## src/rtl/key_pkg.sv

```systemverilog
// key_pkg -- shared constants for the panel key front-end.
//
// Contents:
//   KEY_LEFT .. KEY_QUIT     bit index of each panel key on the key buses
//   NUM_PANEL_KEYS           number of physical panel keys
//   DEF_*                    default timing constants for a 50 MHz clock
//   max_int()                helper for sizing shared counters
package key_pkg;

  localparam int KEY_LEFT    = 0;
  localparam int KEY_RIGHT   = 1;
  localparam int KEY_UP      = 2;
  localparam int KEY_DOWN    = 3;
  localparam int KEY_CONFIRM = 4;
  localparam int KEY_QUIT    = 5;

  localparam int NUM_PANEL_KEYS = 6;

  // 20 us debounce, 500 ms first repeat, 100 ms repeat period at 50 MHz.
  localparam int DEF_DEBOUNCE_CYC = 1000;
  localparam int DEF_REPEAT_DELAY = 25_000_000;
  localparam int DEF_REPEAT_RATE  = 5_000_000;

  function automatic int max_int(input int a, input int b);
    return (a > b) ? a : b;
  endfunction

endpackage

```

## src/rtl/key_debounce_ch.sv

```systemverilog
// key_debounce_ch -- one key channel: 2-flop synchroniser, debounce counter
// and press/release edge detection on the debounced state.
//
// Ports:
//   clk_50M     system clock
//   rst_n       synchronous active-low reset
//   key_in_raw  raw asynchronous pin, 0 = pressed
//   level       debounced state, 1 = pressed
//   press       1-cycle pulse when the debounced state goes to pressed
//   rel_pulse   1-cycle pulse when the debounced state goes to released
//
// The stable state only flips after the synchronised sample has disagreed
// with it for DEBOUNCE_CYC consecutive cycles, so shorter glitches vanish.
module key_debounce_ch
  import key_pkg::*;
#(
  parameter int DEBOUNCE_CYC = DEF_DEBOUNCE_CYC
) (
  input  logic clk_50M,
  input  logic rst_n,
  input  logic key_in_raw,
  output logic level,
  output logic press,
  output logic rel_pulse
);

  localparam int                CNT_W    = $clog2(DEBOUNCE_CYC);
  localparam logic [CNT_W-1:0] CNT_LAST = CNT_W'(DEBOUNCE_CYC - 1);
  localparam logic [CNT_W-1:0] CNT_ONE  = CNT_W'(1);

  logic             sync1_q, sync1_d;
  logic             sync2_q, sync2_d;
  logic             stable_q, stable_d;   // 1 = released, matches pin polarity
  logic [CNT_W-1:0] cnt_q, cnt_d;
  logic             press_q, press_d;
  logic             rel_q, rel_d;

  always_comb begin
    // NOTE: every variable gets a default before any branch, so no path
    // leaves one unassigned and no latch is inferred.
    sync1_d  = key_in_raw;
    sync2_d  = sync1_q;
    stable_d = stable_q;
    cnt_d    = cnt_q;
    press_d  = 1'b0;
    rel_d    = 1'b0;

    if (sync2_q == stable_q) begin
      cnt_d = '0;
    end else if (cnt_q == CNT_LAST) begin
      stable_d = ~stable_q;
      cnt_d    = '0;
      press_d  = stable_q;    // leaving released (1) -> pressed
      rel_d    = ~stable_q;   // leaving pressed (0) -> released
    end else begin
      cnt_d = cnt_q + CNT_ONE;
    end
  end

  // NOTE: state is updated with non-blocking assignments only, so every
  // flop samples the values from before the edge regardless of order.
  always_ff @(posedge clk_50M) begin
    if (!rst_n) begin
      sync1_q  <= 1'b1;
      sync2_q  <= 1'b1;
      stable_q <= 1'b1;
      cnt_q    <= '0;
      press_q  <= 1'b0;
      rel_q    <= 1'b0;
    end else begin
      sync1_q  <= sync1_d;
      sync2_q  <= sync2_d;
      stable_q <= stable_d;
      cnt_q    <= cnt_d;
      press_q  <= press_d;
      rel_q    <= rel_d;
    end
  end

  assign level     = ~stable_q;
  assign press     = press_q;
  assign rel_pulse = rel_q;

endmodule

```

## src/rtl/key_event_gen.sv

```systemverilog
// key_event_gen -- panel key front-end: per-key debounce, arbitrated
// one-hot navigation events and optional auto-repeat on a held key.
//
// Ports:
//   clk_50M    system clock
//   rst_n      synchronous active-low reset
//   key_in     raw key pins, 0 = pressed
//   key_level  debounced key state, 1 = pressed
//   key_press  1-cycle pulse per key on debounced press
//   key_evt    one-hot event pulse (release or repeat), at most one bit/cycle
//   key_long   a single key has been held past REPEAT_DELAY
//
// Build option: define KEY_AUTOREPEAT_EN to include the repeat engine.
// Without it every release yields one event and key_long is tied low.
//
// Event pipeline: source (release pulse or repeat tick) -> pend_q on the next
// edge -> key_evt on the following edge, lowest pending index first.
module key_event_gen
  import key_pkg::*;
#(
  parameter int N_KEYS       = NUM_PANEL_KEYS,
  parameter int DEBOUNCE_CYC = DEF_DEBOUNCE_CYC,
  parameter int REPEAT_DELAY = DEF_REPEAT_DELAY,
  parameter int REPEAT_RATE  = DEF_REPEAT_RATE
) (
  input  logic              clk_50M,
  input  logic              rst_n,
  input  logic [N_KEYS-1:0] key_in,
  output logic [N_KEYS-1:0] key_level,
  output logic [N_KEYS-1:0] key_press,
  output logic [N_KEYS-1:0] key_evt,
  output logic              key_long
);

  localparam logic [N_KEYS-1:0] ONE_K = N_KEYS'(1);

  logic [N_KEYS-1:0] rel_w;   // debounced release pulses
  logic [N_KEYS-1:0] src;     // event sources feeding the pending register

  for (genvar i = 0; i < N_KEYS; i++) begin : g_ch
    key_debounce_ch #(
      .DEBOUNCE_CYC(DEBOUNCE_CYC)
    ) u_ch (
      .clk_50M   (clk_50M),
      .rst_n     (rst_n),
      .key_in_raw(key_in[i]),
      .level     (key_level[i]),
      .press     (key_press[i]),
      .rel_pulse (rel_w[i])
    );
  end

`ifdef KEY_AUTOREPEAT_EN
  localparam int                RPT_W   = $clog2(max_int(REPEAT_DELAY, REPEAT_RATE) + 1);
  localparam logic [RPT_W-1:0] DELAY_T = RPT_W'(REPEAT_DELAY);
  localparam logic [RPT_W-1:0] RATE_T  = RPT_W'(REPEAT_RATE);
  localparam logic [RPT_W-1:0] ONE_R   = RPT_W'(1);

  // rpt_cnt_q counts edges the current single key has been held (1 on the
  // first edge it is seen), so the tick lands REPEAT_DELAY cycles after
  // key_level rose and is still qualified by the key being held.
  logic [RPT_W-1:0]  rpt_cnt_q, rpt_cnt_d;
  logic [N_KEYS-1:0] act_q, act_d;            // key being timed, 0 = none
  logic [N_KEYS-1:0] rep_seen_q, rep_seen_d;  // key has repeated since press
  logic              long_q, long_d;
  logic              single;
  logic              tick;
  logic [N_KEYS-1:0] tick_vec;

  always_comb begin
    single    = (key_level != '0) && ((key_level & (key_level - ONE_K)) == '0);
    tick      = 1'b0;
    rpt_cnt_d = rpt_cnt_q;
    act_d     = act_q;
    long_d    = long_q;

    if (!single) begin
      rpt_cnt_d = '0;
      act_d     = '0;
      long_d    = 1'b0;
    end else if (key_level != act_q) begin
      // New single key (fresh press or hand-over from another key).
      rpt_cnt_d = ONE_R;
      act_d     = key_level;
      long_d    = 1'b0;
    end else if (rpt_cnt_q == (long_q ? RATE_T : DELAY_T)) begin
      tick      = 1'b1;
      rpt_cnt_d = ONE_R;
      long_d    = 1'b1;
    end else begin
      rpt_cnt_d = rpt_cnt_q + ONE_R;
    end

    tick_vec   = tick ? key_level : '0;
    // A press re-arms the release event; a repeat swallows it.
    rep_seen_d = (rep_seen_q & ~key_press) | tick_vec;
    src        = (rel_w & ~rep_seen_q) | tick_vec;
  end

  always_ff @(posedge clk_50M) begin
    if (!rst_n) begin
      rpt_cnt_q  <= '0;
      act_q      <= '0;
      rep_seen_q <= '0;
      long_q     <= 1'b0;
    end else begin
      rpt_cnt_q  <= rpt_cnt_d;
      act_q      <= act_d;
      rep_seen_q <= rep_seen_d;
      long_q     <= long_d;
    end
  end

  assign key_long = long_q;
`else
  logic [31:0] unused_repeat_cfg;

  assign unused_repeat_cfg = REPEAT_DELAY ^ REPEAT_RATE;
  assign src               = rel_w;
  assign key_long          = 1'b0;
`endif

  // Fixed-priority arbiter: lowest pending index wins; sources arriving for
  // an already-pending key merge into the same pending bit.
  logic [N_KEYS-1:0] pend_q, pend_d;
  logic [N_KEYS-1:0] evt_q, evt_d;
  logic [N_KEYS-1:0] grant;

  always_comb begin
    grant  = pend_q & (~pend_q + ONE_K);
    evt_d  = grant;
    pend_d = (pend_q & ~grant) | src;
  end

  always_ff @(posedge clk_50M) begin
    if (!rst_n) begin
      pend_q <= '0;
      evt_q  <= '0;
    end else begin
      pend_q <= pend_d;
      evt_q  <= evt_d;
    end
  end

  assign key_evt = evt_q;

endmodule

```

## config.mk

```make
export PLATFORM = sky130hd
export DESIGN_NAME = key_event_gen
export DESIGN_NICKNAME = d
export VERILOG_FILES = /design/src/rtl/key_pkg.sv /design/src/rtl/key_debounce_ch.sv /design/src/rtl/key_event_gen.sv
export SDC_FILE = /design/constraint.sdc
export NUM_CORES = 1
export LEC_CHECK = 0
export BUFFER_PORTS_ARGS = -buffer_cell sky130_fd_sc_hd__buf_4
export CAP_MARGIN = 20
export CORE_MARGIN = 2
export CORE_UTILIZATION = 38
export CTS_CLUSTER_DIAMETER = 30
export DETAILED_ROUTE_END_ITERATION = 10
export HOLD_SLACK_MARGIN = 0.15
export MAX_ROUTING_LAYER = met4
export PLACE_DENSITY_LB_ADDON = 0.2
export SLEW_MARGIN = 20
export SYNTH_ARGS = -nofsm -noshare
export SYNTH_HDL_FRONTEND = slang
export SYNTH_SLANG_ARGS = --single-unit
export TNS_END_PERCENT = 5
```

## constraint.sdc

```tcl
create_clock -name clk_50M -period 2 [get_ports clk_50M]
set_clock_uncertainty 0.15 [all_clocks]
set_input_delay 0.4 -clock clk_50M [delete_from_list [all_inputs] [get_ports clk_50M]]
set_output_delay 0.4 -clock clk_50M [all_outputs]
set_load 0.005 [all_outputs]
```

==> impl_summary.txt <==
----------------------------------------------------
[Setup path]
  Flop-to-flop setup slack ... approximately 0.21 ns
  Capturing point of the worst reg2reg path ... g_ch[2].u_ch.cnt_q[5]$_SDFF_PP0_
  Buffers plus inverters on the worst setup path ... 0
  Worst R2R Start ... g_ch[2].u_ch.cnt_q[0]$_SDFF_PP0_
  Signal arrival time at the worst endpoint ... ~1.9 ns
  Crit path max fanout ... 5
  Max incr delay on CP ... 0.43 ns
  Max stage delay cell, worst path ... sky130_fd_sc_hd__or3b_4
  Crit path cell chain ... ha_1 > and4bb_1 > or3b_4 > nand3_1 > nor2_1
  Critical Path Stages ... 5
  Kind of critical path ... flop to flop
  WP data required ... 2.12 ns
  FF-to-FF path depth ... 5
  Top Family by Delay on Critical Path ... simple AND/OR/NAND/NOR gates
  Endpoint type of the worst setup path ... flop
  Critical Path Source Type ... flop

[Synth]
  Flip-flop and latch count after synthesis ... 102
  Number of synthesized flops with an enable pin ... 0
  Synth cell types ... 40
  Synthesized area per cell ... 9.28 um^2
  Post-Syn Area ... 4020 um^2
  Fraction of registers with async set/reset ... 0
  Most instantiated flip-flop cell in the synthesis netlist ... sky130_fd_sc_hd__dfxtp_1
  Synth warn ... 0
  Post-synthesis instance total ... between 400 and 500
  Net count after synthesis ... 447
  Sequential element share of the synthesized area ... 0.508

[Power and ir drop]
  Sequential power share ... 0.603
  Internal power component ... 2.69 mW
  Total Power ... approximately 3.4 mW
  Switching power summed over all nets ... 0.712 mW
  Pwr per Cell Area ... 753 nW/um^2
  Comb power frac ... 0.018
  Static leakage ... 1.69 nW
  Peak supply drop ... just over 0.5 mV
  Clock share of power ... 0.378
  Fraction of power spent switching nets ... 0.210

[Drt]
  Count of nets left with antenna violations after detail routing ... 0
  Routed WL ... 6.31 mm
  1st-iter DRT viols ... between 100 and 150
  Via density per instance ... 4.64
  Vias ... 2,773
  Final routed wire length divided by cell count ... 10.6 um
  Number of search-and-repair iterations in the first detailed-routing pass ... 4
  DRC Markers ... 0

[Floorplan]
  Total I/O pin count ... 27
  Area of the die ... 11,400 um^2
  Die Span X ... 107 um
  Row count ... 37
  Effective utilization at floorplan ... 0.391
  Placeable Area ... 10,300 um^2
  Die Y-Extent ... around 110 um

[Finish]
  Finished layout cell area ... around 4500 um^2
  Area Overhead vs Synth ... 12.3%
  Fill cells ... between 1,000 and 1,500
  Utilization of the core after routing ... 0.439
  Multi-input gate area in the final layout ... 1790 um^2
  Antenna Diode Count ... 0
  Sequential standard cell area ... 2040 um^2
  Fraction of final layout cells with drive strength greater than 1 ... 0.0976
  Nets ... 470

[STA]
  Share of the clock period used by the worst path after layout ... 0.897
  Max Clk Rate ... 558 MHz
  WHS ... 0.213 ns
  Sum Neg Setup Slack ... 0 ns
  Shortest period the worst path allows ... 1.79 ns
  RSZ-0062 raised after global routing ... false
  Total setup violations reported at the end of the flow ... 0
  Pins Over Slew Limit ... 0
  Endpoints failing hold ... 0

[Global routing]
  Met3 GRT Util ... 0.0492
  Maximum number of pins on one net before global-route repair ... 35
  Highest-utilization routing layer at the global route stage ... met2
  Vias in the first global route ... 2,615
  Met2 Track Usage GR ... 0.197
  Global-route wire length before repair ... 11.3 mm
  GRT Util Overall ... 0.127
  Fraction of met1 tracks used by global routing ... 0.151
  Remaining global-route overflow ... 0
  Number of antenna violations at the first check in global routing ... 0

[Clocking]
  Buffer levels on the longest clock path ... 2
  Insertion delay of the later-clocked pin in the worst-skew pair ... between 0.3 and 0.4 ns
  Root Driver ... sky130_fd_sc_hd__clkbuf_8
  Number of instances resized during post-cts repair ... 0
  Num Clock Sinks ... 102
  Clock input transition at the sequential cells of the worst setup and hold paths ... approximately 0.09 ns
  Clock tree from TritonCTS ... yes
  Num CTS Buffers ... 9
  Clock H-tree levels ... 3

[Worst hold path]
  Startpoint of the most critical hold path ... rst_n
  Class of the tightest hold or removal check ... input pin to flop
  Worst Hold Endpoint ... g_ch[0].u_ch.stable_q$_SDFFE_PN1P_
  Number of stages on the worst hold path ... 2

[Placement]
  DP HPWL ... 4.44 mm
  Count of buffers inserted at the top-level ports ... 25
  Standard cell area after detailed placement ... 4250 um^2
  Placer congestion estimate ... roughly 0.8

[Outcome]
  Result of the run ... finished clean

[Flow run]
  Max-cap violations ... 0

----------------------------------------------------
## power by group through the flow
stage          registers [mW]  clock network, mW  logic [mW]
6_report                 2.05               1.29      0.0623
5_1_grt                  2.05               1.44      0.0721
4_1_cts                  2.05               1.35      0.0642
3_5_place_dp             2.10                  0      0.0550
3_3_place_gp             2.10                  0      0.0548
2_1_floorplan            2.10                  0      0.0376
## per-layer routing
| metal | up-vias | wire length, um |
|---|---|---|
| li1 | 1504 | - |
| met1 | 1218 | 3160 |
| met2 | 41 | 2750 |
| met3 | 10 | 273 |
| met4 | 0 | 131 |
| met5 | - | 0 |
## kinds of logic after synthesis
| group | count (synthesis) | share of synthesized area |
|---|---|---|
| and+or+nand+nor | 209 | 0.268 |
| AOI/OAI and AO/OA | 35 | 0.0558 |
| adders and majority gates | 6 | 0.0187 |
| xor gates and xnor gates | 40 | 0.0872 |
| muxes | 6 | 0.0150 |
| other | 1 | 0.000934 |
| DFF | 102 | 0.508 |
| buffers and inverters | 34 | 0.0458 |
## per-stage QoR
stage / worst slack (ns) / std cells
2_1_floorplan: 0.341 / 433
3_3_place_gp: 0.260 / 575
3_5_place_dp: 0.206 / 575
4_1_cts: 0.191 / 597
5_1_grt: 0.0652 / 597
6_report: 0.207 / 597
## layout by cell type (no fill, tap or decap), types with 2 or more instances in the layout
| cell | synthesis | final |
|---|---|---|
| sky130_fd_sc_hd__a31oi_1 | 8 | 8 |
| sky130_fd_sc_hd__xor2_1 | 19 | 19 |
| sky130_fd_sc_hd__nor2_1 | 53 | 53 |
| sky130_fd_sc_hd__nand2b_1 | 15 | 15 |
| sky130_fd_sc_hd__a311oi_1 | 2 | 2 |
| sky130_fd_sc_hd__nor3_1 | 20 | 20 |
| sky130_fd_sc_hd__o21ai_0 | 3 | 3 |
| sky130_fd_sc_hd__nand4_1 | 7 | 7 |
| sky130_fd_sc_hd__nand3b_1 | 3 | 3 |
| sky130_fd_sc_hd__clkbuf_8 | 0 | 10 |
| sky130_fd_sc_hd__a21oi_1 | 11 | 11 |
| sky130_fd_sc_hd__dfxtp_1 | 102 | 102 |
| sky130_fd_sc_hd__xnor2_1 | 21 | 21 |
| sky130_fd_sc_hd__nor4_1 | 3 | 3 |
| sky130_fd_sc_hd__clkinvlp_4 | 0 | 2 |
| sky130_fd_sc_hd__and4_1 | 4 | 4 |
| sky130_fd_sc_hd__buf_4 | 15 | 26 |
| sky130_fd_sc_hd__and3_1 | 11 | 11 |
| sky130_fd_sc_hd__and4bb_2 | 3 | 3 |
| sky130_fd_sc_hd__inv_1 | 14 | 14 |
| sky130_fd_sc_hd__a21o_1 | 2 | 2 |
| sky130_fd_sc_hd__mux2i_1 | 6 | 6 |
| sky130_fd_sc_hd__or3_1 | 3 | 3 |
| sky130_fd_sc_hd__ha_1 | 6 | 6 |
| sky130_fd_sc_hd__nand2_1 | 36 | 36 |
| sky130_fd_sc_hd__and2_1 | 6 | 6 |
| sky130_fd_sc_hd__nand3_1 | 32 | 32 |
| sky130_fd_sc_hd__dlygate4sd3_1 | 0 | 6 |
| sky130_fd_sc_hd__nor2b_1 | 4 | 4 |
| sky130_fd_sc_hd__o21a_1 | 5 | 5 |
| sky130_fd_sc_hd__nor3b_1 | 3 | 3 |
## flip-flops by register name, summed over array words and instances, names as in the netlist
name / count
g_ch.u_ch.cnt_q: 60
g_ch.u_ch.press: 6
g_ch.u_ch.rel_pulse: 6
g_ch.u_ch.stable_q: 6
g_ch.u_ch.sync1_q: 6
g_ch.u_ch.sync2_q: 6
key_evt: 6
pend_q: 6
## layout make-up
type | instances | area share
Sequential cell | 102 | 0.453
Multi-Input combinational cell | 297 | 0.397
Timing Repair Buffer | 32 | 0.0566
Tap cell | 136 | 0.0377
Clock buffer | 11 | 0.0313
Clock inverter | 5 | 0.0130
Inverter | 14 | 0.0117
## worst max-delay path by stage
stage / slack, ns / to / start
final: 0.21 / g_ch[2].u_ch.cnt_q[5]$_SDFF_PP0_ / g_ch[2].u_ch.cnt_q[0]$_SDFF_PP0_
after floorplan: 0.34 / g_ch[2].u_ch.cnt_q[3]$_SDFF_PP0_ / g_ch[2].u_ch.cnt_q[0]$_SDFF_PP0_
after CTS: 0.19 / g_ch[2].u_ch.cnt_q[5]$_SDFF_PP0_ / g_ch[2].u_ch.cnt_q[0]$_SDFF_PP0_
after global placement: 0.26 / g_ch[2].u_ch.cnt_q[5]$_SDFF_PP0_ / g_ch[2].u_ch.cnt_q[0]$_SDFF_PP0_
after global routing: 0.07 / g_ch[2].u_ch.cnt_q[0]$_SDFF_PP0_ / g_ch[2].u_ch.cnt_q[0]$_SDFF_PP0_
after detailed placement: 0.21 / g_ch[2].u_ch.cnt_q[5]$_SDFF_PP0_ / g_ch[2].u_ch.cnt_q[0]$_SDFF_PP0_
## what timing repair did
action                                 4_1_cts  5_1_grt
setup buffers                                0        0
hold buffers                                 6        0
endpoints found under the hold margin        6        0
## Yosys cell counts, types with 3 or more instances
cell | instances | share of area
sky130_fd_sc_hd__nand3_1 | 32 | 0.040
sky130_fd_sc_hd__nand3b_1 | 3 | 0.0056
sky130_fd_sc_hd__or3_1 | 3 | 0.0047
sky130_fd_sc_hd__clkbuf_1 | 5 | 0.0047
sky130_fd_sc_hd__nor2_1 | 53 | 0.050
sky130_fd_sc_hd__ha_1 | 6 | 0.019
sky130_fd_sc_hd__and3_1 | 11 | 0.017
sky130_fd_sc_hd__nor2b_1 | 4 | 0.0062
sky130_fd_sc_hd__nor3_1 | 20 | 0.025
sky130_fd_sc_hd__dfxtp_1 | 102 | 0.51
sky130_fd_sc_hd__and4_1 | 4 | 0.0087
sky130_fd_sc_hd__a31oi_1 | 8 | 0.012
sky130_fd_sc_hd__o21a_1 | 5 | 0.0093
sky130_fd_sc_hd__mux2i_1 | 6 | 0.015
sky130_fd_sc_hd__xnor2_1 | 21 | 0.046
sky130_fd_sc_hd__nand2_1 | 36 | 0.034
sky130_fd_sc_hd__o21ai_0 | 3 | 0.0037
sky130_fd_sc_hd__a21oi_1 | 11 | 0.014
sky130_fd_sc_hd__buf_4 | 15 | 0.028
sky130_fd_sc_hd__nor4_1 | 3 | 0.0047
sky130_fd_sc_hd__inv_1 | 14 | 0.013
sky130_fd_sc_hd__nor3b_1 | 3 | 0.0056
sky130_fd_sc_hd__and2_1 | 6 | 0.0093
sky130_fd_sc_hd__and4bb_2 | 3 | 0.0093
sky130_fd_sc_hd__nand2b_1 | 15 | 0.023
sky130_fd_sc_hd__nand4_1 | 7 | 0.011
sky130_fd_sc_hd__xor2_1 | 19 | 0.041
Power figures use the tool's default switching activity.
